`config.mk`:
```
export PLATFORM = sky130hd
export DESIGN_NAME = uart_rx
export DESIGN_NICKNAME = d
export VERILOG_FILES = /design/src/rtl/uart_rx_pkg.sv /design/src/rtl/baud_rate_gen.sv /design/src/rtl/uart_rx.sv
export SDC_FILE = /design/constraint.sdc
export NUM_CORES = 1
export LEC_CHECK = 0
export BUFFER_PORTS_ARGS = -buffer_cell sky130_fd_sc_hd__buf_2
export CELL_PAD_IN_SITES_DETAIL_PLACEMENT = 1
export CELL_PAD_IN_SITES_GLOBAL_PLACEMENT = 1
export CORE_MARGIN = 4
export CORE_UTILIZATION = 44
export DETAILED_ROUTE_END_ITERATION = 12
export GPL_ROUTABILITY_DRIVEN = 0
export PLACE_DENSITY_LB_ADDON = 0.1
export SYNTH_ARGS = -nofsm -noshare
export SYNTH_HDL_FRONTEND = slang
export SYNTH_SLANG_ARGS = --single-unit
```
`constraint.sdc`:
```
create_clock -name i_clk -period 2.1 [get_ports i_clk]
set_input_delay 0.21 -clock i_clk [delete_from_list [all_inputs] [get_ports i_clk]]
set_output_delay 0.21 -clock i_clk [all_outputs]
set_load 0.1 [all_outputs]
```
`src/rtl/uart_rx_pkg.sv`:
```
// Shared UART definitions: FSM state encodings, default timing constants
// and counter-width helpers used by the receiver, transmitter and baud generator.
package uart_rx_pkg;

  // Receiver FSM encodings (explicit so waveforms match the legacy design)
  typedef enum logic [1:0] {
    IDLE  = 2'b00,
    START = 2'b01,
    DATA  = 2'b10,
    STOP  = 2'b11
  } rx_state_t;

  // 50 MHz / (19200 * 16), rounded
  localparam int unsigned DEFAULT_BAUD_DIV   = 163;
  localparam int unsigned DEFAULT_OVERSAMPLE = 16;

  // Width of a counter that must hold 0..n-1 (never narrower than one bit)
  function automatic int unsigned cnt_width(input int unsigned n);
    return (n <= 1) ? 1 : $clog2(n);
  endfunction

  function automatic int unsigned max_u(input int unsigned a, input int unsigned b);
    return (a > b) ? a : b;
  endfunction

endpackage

```
`src/rtl/baud_rate_gen.sv`:
```
// Free-running oversample tick generator: one-cycle o_tick every BAUD_DIV clocks.
// Never restarted by line activity, so RX and TX share the same phase.
module baud_rate_gen
  import uart_rx_pkg::*;
#(
  parameter int unsigned BAUD_DIV = DEFAULT_BAUD_DIV
) (
  input  logic i_clk,
  input  logic i_rst,
  output logic o_tick
);

  localparam int unsigned CNT_W = cnt_width(BAUD_DIV);
  localparam logic [CNT_W-1:0] CNT_LAST = CNT_W'(BAUD_DIV - 1);

  logic [CNT_W-1:0] r_count;
  logic             w_tick;

  assign w_tick = (r_count == CNT_LAST);
  assign o_tick = w_tick;

  // Count 0..BAUD_DIV-1 and wrap on the tick cycle
  always_ff @(posedge i_clk) begin
    if (!i_rst) begin
      r_count <= '0;
    end else if (w_tick) begin
      r_count <= '0;
    end else begin
      r_count <= r_count + 1'b1;
    end
  end

endmodule

```
`src/rtl/uart_rx.sv`:
```
// UART receiver for the debug command path: 16x oversampled, LSB-first,
// start/stop validation, sticky received / frame-error / overrun flags.
module uart_rx
  import uart_rx_pkg::*;
#(
  parameter int unsigned DATA_BITS  = 8,
  parameter int unsigned OVERSAMPLE = DEFAULT_OVERSAMPLE,
  parameter int unsigned STOP_TICKS = 16,
  parameter int unsigned BAUD_DIV   = DEFAULT_BAUD_DIV
) (
  input  logic                 i_clk,
  input  logic                 i_rst,
  input  logic                 i_rx,
  input  logic                 i_rx_clear,
  output logic [DATA_BITS-1:0] o_data,
  output logic                 o_data_received,
  output logic                 o_frame_err,
  output logic                 o_overrun
);

  localparam int unsigned S_W = cnt_width(max_u(OVERSAMPLE, STOP_TICKS));
  localparam int unsigned N_W = cnt_width(DATA_BITS);

  localparam logic [S_W-1:0] S_MID       = S_W'(OVERSAMPLE / 2 - 1);
  localparam logic [S_W-1:0] S_BIT_LAST  = S_W'(OVERSAMPLE - 1);
  localparam logic [S_W-1:0] S_STOP_LAST = S_W'(STOP_TICKS - 1);
  localparam logic [N_W-1:0] N_LAST      = N_W'(DATA_BITS - 1);

  // Input synchronizer
  logic r_rx_meta;
  logic r_rx_sync;
  logic w_rx_s;

  // Receive FSM state and datapath
  rx_state_t            r_state;
  rx_state_t            w_state_next;
  logic [S_W-1:0]       r_s;
  logic [S_W-1:0]       w_s_next;
  logic [N_W-1:0]       r_n;
  logic [N_W-1:0]       w_n_next;
  logic [DATA_BITS-1:0] r_shift;
  logic [DATA_BITS-1:0] w_shift_next;
  logic                 w_done_ok;
  logic                 w_done_bad;

  // Output registers
  logic [DATA_BITS-1:0] r_data;
  logic                 r_data_received;
  logic                 r_frame_err;
  logic                 r_overrun;

  logic w_tick;

  baud_rate_gen #(
    .BAUD_DIV (BAUD_DIV)
  ) u_baud (
    .i_clk  (i_clk),
    .i_rst  (i_rst),
    .o_tick (w_tick)
  );

  assign w_rx_s = r_rx_sync;

  // Two-flop synchronizer for the asynchronous line (idles high)
  always_ff @(posedge i_clk) begin
    if (!i_rst) begin
      r_rx_meta <= 1'b1;
      r_rx_sync <= 1'b1;
    end else begin
      r_rx_meta <= i_rx;
      r_rx_sync <= r_rx_meta;
    end
  end

  // FSM state, tick/bit counters and shift register
  always_ff @(posedge i_clk) begin
    if (!i_rst) begin
      r_state <= IDLE;
      r_s     <= '0;
      r_n     <= '0;
      r_shift <= '0;
    end else begin
      r_state <= w_state_next;
      r_s     <= w_s_next;
      r_n     <= w_n_next;
      r_shift <= w_shift_next;
    end
  end

  // Next-state, counter and completion decode
  always_comb begin
    w_state_next = r_state;
    w_s_next     = r_s;
    w_n_next     = r_n;
    w_shift_next = r_shift;
    w_done_ok    = 1'b0;
    w_done_bad   = 1'b0;
    case (r_state)
      IDLE: begin
        if (!w_rx_s) begin
          w_state_next = START;
          w_s_next     = '0;
        end
      end
      START: begin
        if (w_tick) begin
          if (r_s == S_MID) begin
            if (!w_rx_s) begin
              w_state_next = DATA;
              w_s_next     = '0;
              w_n_next     = '0;
            end else begin
              w_state_next = IDLE;
              w_s_next     = '0;
            end
          end else begin
            w_s_next = r_s + 1'b1;
          end
        end
      end
      DATA: begin
        if (w_tick) begin
          if (r_s == S_BIT_LAST) begin
            w_shift_next = {w_rx_s, r_shift[DATA_BITS-1:1]};
            w_s_next     = '0;
            if (r_n == N_LAST) begin
              w_state_next = STOP;
            end else begin
              w_n_next = r_n + 1'b1;
            end
          end else begin
            w_s_next = r_s + 1'b1;
          end
        end
      end
      STOP: begin
        if (w_tick) begin
          if (r_s == S_STOP_LAST) begin
            w_done_ok    = w_rx_s;
            w_done_bad   = !w_rx_s;
            w_state_next = IDLE;
            w_s_next     = '0;
          end else begin
            w_s_next = r_s + 1'b1;
          end
        end
      end
      default: begin
        w_state_next = IDLE;
        w_s_next     = '0;
        w_n_next     = '0;
      end
    endcase
  end

  // Sticky flags and data holding register; a completion outranks a
  // same-cycle clear, but the clear still wipes history from earlier frames.
  always_ff @(posedge i_clk) begin
    if (!i_rst) begin
      r_data          <= '0;
      r_data_received <= 1'b0;
      r_frame_err     <= 1'b0;
      r_overrun       <= 1'b0;
    end else if (w_done_ok) begin
      r_data          <= r_shift;
      r_data_received <= 1'b1;
      r_frame_err     <= 1'b0;
      r_overrun       <= i_rx_clear ? r_data_received & 1'b0 : (r_overrun | r_data_received);
    end else if (w_done_bad) begin
      r_frame_err <= 1'b1;
      if (i_rx_clear) begin
        r_data_received <= 1'b0;
        r_overrun       <= 1'b0;
      end
    end else if (i_rx_clear) begin
      r_data_received <= 1'b0;
      r_frame_err     <= 1'b0;
      r_overrun       <= 1'b0;
    end
  end

  assign o_data          = r_data;
  assign o_data_received = r_data_received;
  assign o_frame_err     = r_frame_err;
  assign o_overrun       = r_overrun;

endmodule

```
# Word level (Yosys, flattened, before mapping)
# Index checks and enable logic that the tools add are counted.
[classes]
n_addsub = 3
muxes = 34
bitwise_logic = 2
eq_ne = 18
reduce_logical = 12
[op_table]
columns = ["operator", "n"]
rows = [
  ["4-bit two-way mux", 5],
  ["2-bit two-way mux", 9],
  ["3-bit two-way mux", 6],
  ["2-bit inequality test (second input constant)", 7],
  ["4-bit case mux with 3 select lines", 1],
  ["1-bit two-way mux", 11],
  ["8-bit by 1-bit adder with 8-bit output (second input constant)", 1],
  ["8-bit == test (second input constant)", 1],
  ["2-bit by 1-bit inequality test with 1-bit output (second input constant)", 4],
  ["2-bit case mux with 4 select lines", 1],
  ["8-bit AND reduction", 1],
  ["7-bit AND reduction", 1],
  ["3-bit case mux with 2 select lines", 1],
  ["3-bit AND reduction", 2],
  ["2-bit nonzero test", 3],
  ["2-bit OR reduction", 3],
  ["4-bit by 1-bit adder with 4-bit output (second input constant)", 1],
  ["2-bit == test (second input constant)", 2],
  ["4-bit by 3-bit == test with 1-bit output (second input constant)", 1],
  ["4-bit == test (second input constant)", 1],
  ["3-bit by 1-bit adder with 3-bit output (second input constant)", 1],
  ["3-bit == test (second input constant)", 1],
  ["2-bit by 1-bit == test with 1-bit output (second input constant)", 1],
  ["2-bit logical NOT", 1],
  ["3 further kinds", 3],
]
[word_totals]
out_inout_bits = 11
inputBits = 4
regBits = 38

# Longest topological paths before layout
[depth]
word_depth = 5
ltp_mapped = 7
depth_no_buf = 6

# Modules after synthesis
# Synthesis repeated with hierarchy kept, for this count alone.
[hier_totals]
cells_unflattened = 172
area_unflattened_um2 = 1766.7
[modules_own_cells]
columns = ["module", "seq_area_each_um2", "area_each_um2", "n_inst", "cells_each"]
rows = [
  ["uart_rx", 600.6, 1373.8, 1, 132],
  ["baud_rate_gen", 160.2, 392.9, 1, 40],
]

# Worst setup path before layout
# OpenSTA, ideal clock, no wires.
[synth_timing]
kind = "flip-flop to flip-flop"
startpoint = "register u_baud.r_count[0]"
endpoint = "register r_shift[0]"
t_required_ps = 1976
synth_period_minus_slack_ps = 1621
path_stages_with_launch = 8
slack_ps = 479
arrival_ps = 1497
setup_time_ps = 124
cell_sequence = "dfxtp_1 > inv_1 > ha_1 > nand4b_1 > nor4_4 > buf_6 > mux2i_1 > nor2_1"
[synth_via]
elab_chain_cells = 2
[synth_rtl]
columns = ["item", "line", "text"]
rows = [
  ["start: declaration", "baud_rate_gen.sv:16", "logic [CNT_W-1:0] r_count;"],
  ["start signal: assignment", "baud_rate_gen.sv:29", "r_count <= r_count + 1'b1;"],
  ["8-bit == test", "baud_rate_gen.sv:19", "assign w_tick = (r_count == CNT_LAST);"],
  ["3-bit AND reduction (no source line)", "n/a", ""],
  ["end signal: assignment", "uart_rx.sv:86", "r_shift <= w_shift_next;"],
  ["end: declaration", "uart_rx.sv:41", "logic [DATA_BITS-1:0] r_shift;"],
]
# Every way passes these cells.
# A chain may end at the register's enable or synchronous reset.

# Worst setup path in the final report
[layout_timing]
startpoint = "register r_s[0]"
endpoint = "register r_data[6], in the netlist o_data[6]"
[layout_via]
elab_chain_cells = 4
[layout_rtl]
columns = ["item", "line", "text"]
rows = [
  ["start: declaration", "uart_rx.sv:37", "logic [S_W-1:0] r_s;"],
  ["start signal: assignment", "uart_rx.sv:84", "r_s <= w_s_next;"],
  ["4-bit == test", "uart_rx.sv:138", "if (r_s == S_STOP_LAST) begin"],
  ["1-bit two-way mux", "uart_rx.sv:138", ""],
  ["1-bit two-way mux", "uart_rx.sv:137", "if (w_tick) begin"],
  ["1-bit two-way mux", "uart_rx.sv:98", "case (r_state)"],
  ["end signal: assignment", "uart_rx.sv:165", "r_data <= r_shift;"],
  ["end: declaration", "uart_rx.sv:47", "logic [DATA_BITS-1:0] r_data;"],
]
# Every way passes these cells.

==> summary.md <==
| Metric | Value |
|---|---|
| # fillers | `between 400 and 500` |
| Slew headroom | `67.02%` |
| Die Wd | `70.21 um` |
| Critical Path Sink Type | `flip-flop` |
| Routed wire length per instance | `approximately 15 um` |
| Slowest cell on the critical path | `dfxtp_1` |
| Worst vdd ir | `0.3486 mV` |
| Worst path required time | `roughly 2.3 ns` |
| Final Skew | `0.008748 ns` |
| Max Slew Vio Count | `0` |
| # hold bufs at CTS | `0` |
| Sw Ratio | `just over 20%` |
| Port-buffer cells | `14` |
| Area grow syn2layout | `11.68%` |
| Postcts setup bufs | `0` |
| Yosys reg bits | `38` |
| CP max FO | `10` |
| CTS buffer count | `5` |
| Post-DP Area | `1795 um^2` |
| Tot GR Track Use | `around 17%` |
| Total Wirelength | `between 3000 and 4000 um` |
| Die area | `4929 um^2` |
| Leakage dissipation | `approximately 0.69 nW` |
| Design Area, Final | `between 1500 and 2000 um^2` |
| Post-synth ARST share | `0%` |
| Reg clk slew, reported paths | `0.07 ns` |
| Sequential area share after synthesis | `between 40 and 50%` |
| Die Ht | `roughly 70 um` |
| Root Driver | `clkbuf_8` |
| Post-synth top flop | `dfxtp_1` |
| Finished Layout Cells | `250` |
| Synth area leader | `dfxtp_1` |
| Int Power | `~0.0011 W` |
| Max cap viols | `0` |
| Mapped cell area | `roughly 1700 um^2` |
| Antenna cells | `0` |
| CTS max path bufs | `2` |
| Setup CP Type | `reg -> reg` |
| Initial core utilization | `between 40% and 50%` |
| Crit path time final | `approximately 1.8 ns` |
| Number of global-route vias before repair | `1,411` |
| Post-cts sizing count | `0` |
| Delay-heaviest family, CP | `simple AND/OR/NAND/NOR gates` |
| DRT antenna net count | `0` |
| Combinational share of power | `around 3.6%` |
| Share of layout cells above drive strength 1 | `16.34%` |
| Vias | `1,385` |
| Rows | `22` |
| Max incr delay on CP | `between 0.3 and 0.4 ns` |
| Syn_nets | `just under 200` |
| Clk pwr share | `between 40% and 50%` |
| Final worst path period share | `between 80% and 90%` |
| CTS sink count | `38` |
| HP Class | `in -> reg` |
| CP bufs+invs | `0` |
| Initial drt markers | `50` |
| Fmax | `about 540 MHz` |
| CTS tree | `built` |
| Synth cell types | `between 40 and 50` |
| Critical path startpoint category | `flip-flop` |
| EDFF count, synth | `0` |
| RSZ-0062 raised after global routing | `false` |
| Power density over cell area | `between 700 and 800 nW/um^2` |
| TNS Setup | `0 ns` |
| Net Switching | `~0.00028 W` |
| # setup viols final | `0` |
| Clock latency on the worst-skew pair | `~0.29 ns` |
| Transition time at the pin with the least slew margin | `about 0.50 ns` |
| Avg Cell Area, Syn | `between 9 and 10 um^2` |
| Share of power burned in registers | `53.3%` |
| Arr. time, crit path | `approximately 2 ns` |
| Critical path, cell by cell | `ha_1 -> and4_1 -> nand4_1 -> o21ai_0 -> a21oi_1` |
| Status | `complete, no violations` |
| Yosys warnings | `0` |
| DRC viols | `0` |
| Placed Instances | `242` |
| Initial antenna violation count | `0` |
| DP HPWL | `2643 um` |
| Top-area cell type share of the netlist area | `roughly 45%` |
| IO Pins | `15` |
| First-pass GRT wire length | `around 6600 um` |
| Post-layout net count | `210` |
| Largest net degree at the start of global routing | `23` |
| Fin. Hold Viols | `0` |
| Pre-Repair DR Iteration Count | `4` |
| Mapped Cells | `186` |
| Via density | `5.540` |
| Core box area | `between 3000 and 4000 um^2` |
| Grt ovf | `0` |
| Synth area leaders | `dfxtp_1 (45%), mux2i_1 (5.3%), nand3_1 (5.0%), a21oi_1 (4.7%), nor2_1 (4.4%)` |
| H-tree lvl count | `2` |
==> metal layers <==
layer,part of all wire (%),vias up,track usage [%],wire length (um)
li1,-,691,-,-
met1,49,678,21.15,1799
met2,47,9,26.86,1713
met3,2.3,7,4.748,85
met4,1.7,0,6.383,61
met5,0,-,0,0
==> cells by family after synthesis <==
kind of cell	count (synthesis)	share of synthesized area, %
AND/OR/NAND/NOR	76	25.28
AO/OA/AOI/OAI	38	13.08
flip-flops	38	44.67
buffers and inverters	13	4.409
multiplexers	9	5.290
XOR/XNOR	7	3.600
adder cells (fa/ha/maj)	5	3.674
==> flip-flops by register name, summed over array words and instances, names as in the netlist, named ones only <==
signal	cells
r_n	3
o_overrun	1
u_baud.r_count	8
r_rx_meta	1
r_state	1
r_rx_sync	1
r_s	4
r_shift	8
o_data_received	1
o_frame_err	1
o_data	8
==> placed cells by master (no fill, tap or decap), types with 2 or more instances in the layout <==
master,count
nor3_1,5
ha_1,5
clkinv_1,2
xnor2_1,4
inv_1,2
a31oi_1,3
clkbuf_1,2
dfxtp_1,38
o31ai_1,2
mux2i_1,9
or2_2,3
or4_1,2
buf_2,14
nand2_1,7
o21ai_0,11
nand2b_1,4
nand3_1,17
clkbuf_8,5
a21oi_1,16
nor2_1,20
or3_1,2
xor2_1,3
buf_4,3
nand4_1,3
==> power groups by stage <==
stage	Clock, W	Combinational, W	Sequential (W)
2_1_floorplan	0	0.0000383	0.000750
3_3_place_gp	0	0.0000482	0.000754
3_5_place_dp	0	0.0000499	0.000754
4_1_cts	0.000616	0.0000504	0.000737
5_1_grt	0.000649	0.0000556	0.000739
6_report	0.000596	0.0000497	0.000737
==> final cells by class <==
cell class                 count  area [um^2]  area share, %
tap                           48        60.06          3.158
clock buffer                   7        76.32          4.013
sequential                    38        760.7          40.00
inverter                       4        15.01         0.7895
multi-input combinational    135        867.1          45.59
timing repair buffer          17        92.59          4.868
clock inverter                 1        30.03          1.579
==> worst register-to-register path, cell delays in order, from the launching register on <==
cell and delay [ns]:
dfxtp_1 0.38, ha_1 0.25, and4_1 0.29, nand4_1 0.39, o21ai_0 0.32, a21oi_1 0.10
==> worst paths after layout <==
kind	start	to	slack (ns)	cells after the start
worst max register to register	r_s[0]$_SDFFE_PN0P_	o_data[6]$_SDFFE_PN0P_	0.26	5
worst min register to register	r_rx_meta$_SDFF_PN1_	r_rx_sync$_SDFF_PN1_	0.42	1
worst max-delay path	r_s[0]$_SDFFE_PN0P_	o_data[6]$_SDFFE_PN0P_	0.26	5
worst min-delay path	i_rx	r_rx_meta$_SDFF_PN1_	0.11	2
==> synth_stat cells, drive strengths merged (3+ instances only) <==
master and number:
o21ai 11, or3 3, a31oi 3, dfxtp 38
nor3 7, xor2 3, mux2i 9, nand2 8
or2 3, ha 5, nand2b 4, nand4 3
nor2 20, xnor2 4, buf 6, nand3 17
a21oi 16
==> through the flow <==
| step | total power, W | util (%) | hold WS (ns) | setup slack, ns |
|---|---|---|---|---|
| 4_1_cts | 0.001403 | 51.56 | 0.09534 | 0.2369 |
| 5_1_grt | 0.001443 | 51.56 | 0.1085 | 0.08182 |
| 6_report | 0.001383 | 51.56 | 0.1080 | 0.2597 |
| 3_5_place_dp | 0.0008035 | 48.68 | 0.3979 | 0.2574 |
| 3_3_place_gp | 0.0008017 | 48.68 | 0.3890 | 0.3539 |
| 2_1_floorplan | 0.0007880 | - | 0.2830 | 0.4790 |
Note: power is estimated with default switching activity, not from simulation.
